==> src/rtl/demux14_pkg.sv <==
// demux14_pkg: shared constants and round-robin pick helper for the 1-to-4 dispatcher
package demux14_pkg;
  localparam int NCH = 4;
  localparam logic MODE_RR = 1'b0;
  localparam logic MODE_FIX = 1'b1;
  function automatic logic [2:0] rr_pick(input logic [3:0] free, input logic [1:0] ptr);
    logic [2:0] res;
    logic [1:0] idx;
    res = {1'b0, ptr};
    // scan from the farthest offset down so the nearest free channel wins
    for (int i = NCH - 1; i >= 0; i--) begin
      idx = ptr + 2'(i);
      if (free[idx]) res = {1'b1, idx};
    end
    return res;
  endfunction
endpackage

==> src/rtl/demux14_chan_reg.sv <==
// demux14_chan_reg: one-entry channel holding register with load/drain handshake
module demux14_chan_reg #(
  parameter int WIDTH = 1
) (
  input  logic             clk,
  input  logic             rst_n,
  input  logic             load,
  input  logic             drain,
  input  logic [WIDTH-1:0] d,
  output logic [WIDTH-1:0] z,
  output logic             v
);
  // a load wins over a drain so a channel can refill every cycle
  always_ff @(posedge clk or negedge rst_n)
    if (!rst_n) begin
      z <= '0;
      v <= 1'b0;
    end else if (load) begin
      z <= d;
      v <= 1'b1;
    end else if (drain) v <= 1'b0;
endmodule

==> src/rtl/demux14_scheduler.sv <==
// demux14_scheduler: valid/ready dispatch of one input stream into four holding registers
module demux14_scheduler
  import demux14_pkg::*;
#(
  parameter int WIDTH = 1,
  parameter int CNT_W = 8
) (
  input  logic             clk,
  input  logic             rst_n,
  input  logic [WIDTH-1:0] c,
  input  logic             valid,
  output logic             ready,
  input  logic             mode,
  input  logic [1:0]       sel,
  output logic             s0,
  output logic             s1,
  output logic [WIDTH-1:0] z0,
  output logic [WIDTH-1:0] z1,
  output logic [WIDTH-1:0] z2,
  output logic [WIDTH-1:0] z3,
  output logic             v0,
  output logic             v1,
  output logic             v2,
  output logic             v3,
  input  logic             r0,
  input  logic             r1,
  input  logic             r2,
  input  logic             r3,
  output logic [CNT_W-1:0] cnt
);
  logic [1:0] ptr, target;
  logic [3:0] v, r, free, load;
  logic [2:0] pick;
  logic accept;
  logic [WIDTH-1:0] z [NCH];
  assign r = {r3, r2, r1, r0};
  assign free = ~v | r;
  assign pick = rr_pick(free, ptr);
  assign target = (mode == MODE_FIX) ? sel : pick[1:0];
  assign ready = (mode == MODE_FIX) ? free[sel] : pick[2];
  assign accept = valid & ready;
  assign {s1, s0} = target;
  assign {v3, v2, v1, v0} = v;
  assign z0 = z[0];
  assign z1 = z[1];
  assign z2 = z[2];
  assign z3 = z[3];
  for (genvar k = 0; k < NCH; k++) begin : g_ch
    assign load[k] = accept & (target == 2'(k));
    demux14_chan_reg #(.WIDTH(WIDTH)) u_chan (
      .clk(clk), .rst_n(rst_n), .load(load[k]), .drain(r[k]), .d(c), .z(z[k]), .v(v[k])
    );
  end
  // fixed mode leaves the round-robin pointer where it was
  always_ff @(posedge clk or negedge rst_n)
    if (!rst_n) begin
      ptr <= '0;
      cnt <= '0;
    end else if (accept) begin
      cnt <= cnt + 1'b1;
      if (mode == MODE_RR) ptr <= target + 2'd1;
    end
endmodule

==> config.mk <==
export PLATFORM = sky130hd
export DESIGN_NAME = demux14_scheduler
export DESIGN_NICKNAME = d
export VERILOG_FILES = /design/src/rtl/demux14_pkg.sv /design/src/rtl/demux14_chan_reg.sv /design/src/rtl/demux14_scheduler.sv
export SDC_FILE = /design/constraint.sdc
export NUM_CORES = 1
export LEC_CHECK = 0
export ABC_AREA = 1
export CORE_MARGIN = 2
export CORE_UTILIZATION = 44
export CTS_BUF_LIST = sky130_fd_sc_hd__clkbuf_16
export CTS_CLUSTER_DIAMETER = 80
export DETAILED_ROUTE_END_ITERATION = 8
export PLACE_DENSITY = 0.82
export SKIP_CTS_REPAIR_TIMING = 1
export SLEW_MARGIN = 20
export SYNTH_ARGS = -nofsm -noshare
export SYNTH_HDL_FRONTEND = slang
export SYNTH_HIERARCHICAL = 1
export SYNTH_SLANG_ARGS = --single-unit
==> constraint.sdc <==
create_clock -name clk -period 1.51 [get_ports clk]
set_input_delay 0.302 -clock clk [delete_from_list [all_inputs] [get_ports clk]]
set_output_delay 0.302 -clock clk [all_outputs]
set_load 0.01 [all_outputs]
==> flow_summary.toml <==
[status]
status = "finished, violations left"
violations = "setup timing"

[routing]
vias_per_cell = 5.18
ant_nets = 0
totalWireLength_microns = 4150
routedWlPerCell_microns = 15.2
vias = 1414
first_iter_violations = 45
drc = 0
dr.pass1.iters = 4

[yosys]
syn_nets = 184
synth_common_cells = "nand2_1, inv_1, dfrtp_1, nand3_1, nor2_1"
synth-edff-count = 0
synth-seq-cells = 18
synthArstFlopShare_pct = 100
syn_area_sq_um = 1210
synth_area_per_cell_sq_um = 7.06
synthDistinctLibCells = 27
synthTopCellsByArea = "dfrtp_1, nand2_1, inv_1, nand3_1, xor2_1"
synth_most_common_cell = "nand2_1"
synth_flop_cell = "dfrtp_1"
synth_top_area_share_pct = 37.1
yosysWarnings = 6
synth_cells = 172
yosys.area.top_type = "dfrtp_1"
ys_seq_area_share_pct = 37.1

[worst_hold_path]
min_path_type = "primary input to async pin"

[sta]
holdWs_ns = 0.393
finalHoldViolCount = 0
rsz0062_at_grt = "yes"
max_freq_mhz = 465
finalSetupViolCount = 22
worst_slack_ns = -0.642
period_share_pct = 143
finalMaxSlewViolations = 0
finalSetupTns_ns = -9.91
worst_slew_pin_slew_ns = 0.284
finClkSkew_ns = 0.00165
fin_crit_ns = 2.15
maxSlewHeadroom_pct = 80.9

[pwr]
intPower_mw = 2.01
total_power_mw = 3.43
power.leakage_nw = 1.23
peakVddDrop_uv = 1290
p_per_area_nw_per_um2 = 1590
p_sw_share_pct = 41.5
combPwrFrac_pct = 58.3
p_sw_mw = 1.42
p_clk_share_pct = 15.6
power_frac_seq_pct = 26.1

[cts]
cts_sinks = 18
tritoncts = "yes"
clk_latency_ns = 0.25
root_buffer = "clkbuf_16"
cts_buffer_depth = 2
cts.clk_slew.worst_paths_ns = 0.05
numCtsBuffers = 3
h-tree-depth = 1

[finish]
diodes = 0
fin_nets = 255
drive_above_1_share_pct = 42.6
stdcell_count = 273
area_growth_pct = 77.8
stdcell_area_sq_um = 2160
fill_cells = 151

[global_route]
grt_max_degree = 19
grt_util_all_layers_pct = 19.3
antenna_found_initial = 0
grt_pass1_vias = 1137
grt_pass1_wl_microns = 4860
grt_overflow = 0

[die]
ioPinCount = 30
core_area_sq_um = 2690
rows = 19
fp.dieW_microns = 56.5
initial_utilization_pct = 45.2
die_h_microns = 56.5
dieArea_sq_um = 3190

[worst_setup_path]
critical_path.max_fanout = 8
endpoint_kind = "output port"
arrival_ns = 1.85
critPathKind = "register to output port"
worstPathRequired_ns = 1.21
cp-start-kind = "register"

[placed_design]
placedCellCount = 254
dp_hpwl_microns = 2180
io_buffers = 29
placed_area_sq_um = 1700
gp_congestion = 0.894

[job]
max_cap_viol_count = 0
[layout by cell type (no fill, tap or decap), types with 2 or more instances in the layout]
master	count
clkdlybuf4s50_1	16
nand3_1	7
nand3_4	5
a21oi_1	3
o21ai_2	2
dlymetal6s2s_1	10
xnor2_1	2
nand2_2	11
inv_1	19
clkbuf_16	4
clkinv_1	2
o21ai_1	3
nor2_1	3
xor2_1	4
nand3_2	9
nor3_1	2
dfrtp_1	13
buf_4	29
clkbuf_2	3
nor3_4	2
dfrtp_2	5
nor2_4	3
buf_6	7
nand2_4	4
inv_2	10
nand2_1	52
[registers in the layout (all words and copies together) (netlist names)]
signal,cells
cnt,8
g_ch.u_chan/v,4
g_ch.u_chan/z,4
ptr,2
[stage by stage]
step,setup WS (ns),util (%)
5_1_grt,-0.774,80.3
4_1_cts,-0.949,66.4
3_3_place_gp,-0.887,63.4
2_1_floorplan,-0.137,-
3_5_place_dp,-0.919,63.4
6_report,-0.642,80.3
[cell families after synthesis]
group           count (synthesis)  synth area share (%)
fa+ha+maj                       1                  1.03
flops                          18                  37.1
buf+inv                        34                  11.8
compound gates                 10                  4.54
simple gates                  102                  40.5
xor+xnor                        7                  5.05
[per-layer routing]
| metal | vias up | wire length (microns) | GRT usage [%] |
|---|---|---|---|
| met2 | 65 | 2080 | 31.1 |
| met5 | - | 0 | 0 |
| met1 | 669 | 1780 | 27.0 |
| li1 | 671 | - | - |
| met3 | 9 | 225 | 1.84 |
| met4 | 0 | 67 | 6.80 |
[layout make-up]
type	count	area, sq um	share of cell area, %
repair buffers	67	637	29.5
clock inverters	1	3.75	0.174
clock buffers	3	75.1	3.48
multi-input cells	120	811	37.6
flip-flops and latches	18	457	21.2
inverters	33	136	6.32
well taps	31	38.8	1.80
[power groups by stage]
stage | Sequential, mW | Clock (mW) | Combinational, mW
6_report | 0.893 | 0.535 | 2.00
3_3_place_gp | 0.853 | 0 | 1.48
5_1_grt | 0.910 | 0.567 | 2.14
3_5_place_dp | 0.857 | 0 | 1.50
4_1_cts | 0.855 | 0.533 | 1.53
2_1_floorplan | 0.905 | 0 | 0.717
[critical path, stage by stage, from the launching register on]
cell      delay, ns
dfrtp_2        0.48
clkinv_4       0.17
nand2_2        0.09
nand2_2        0.06
nand3_2        0.09
nand2_1        0.06
nand2_1        0.07
nand2_1        0.08
nand2_1        0.08
nand2_1        0.07
nand3_2        0.09
nand2_2        0.07
inv_2          0.06
clkbuf_2       0.12
[path summary, 6_finish.rpt]
path | to | slack, ns | start | depth (start not counted)
worst min register to register | g_ch[1].u_chan/z | 0.49 | g_ch[1].u_chan/z | 2
worst min-delay path | cnt[4] | 0.39 | rst_n | 2
worst max-delay path | s0 | -0.64 | ptr[0] | 13
max in group asynchronous | ptr[0] | 0.89 | rst_n | 2
min in group clk | g_ch[3].u_chan/v | 0.47 | r3 | 4
worst max register to register | g_ch[0].u_chan/z | -0.56 | ptr[0] | 17
(Power assumes the default switching activity.)
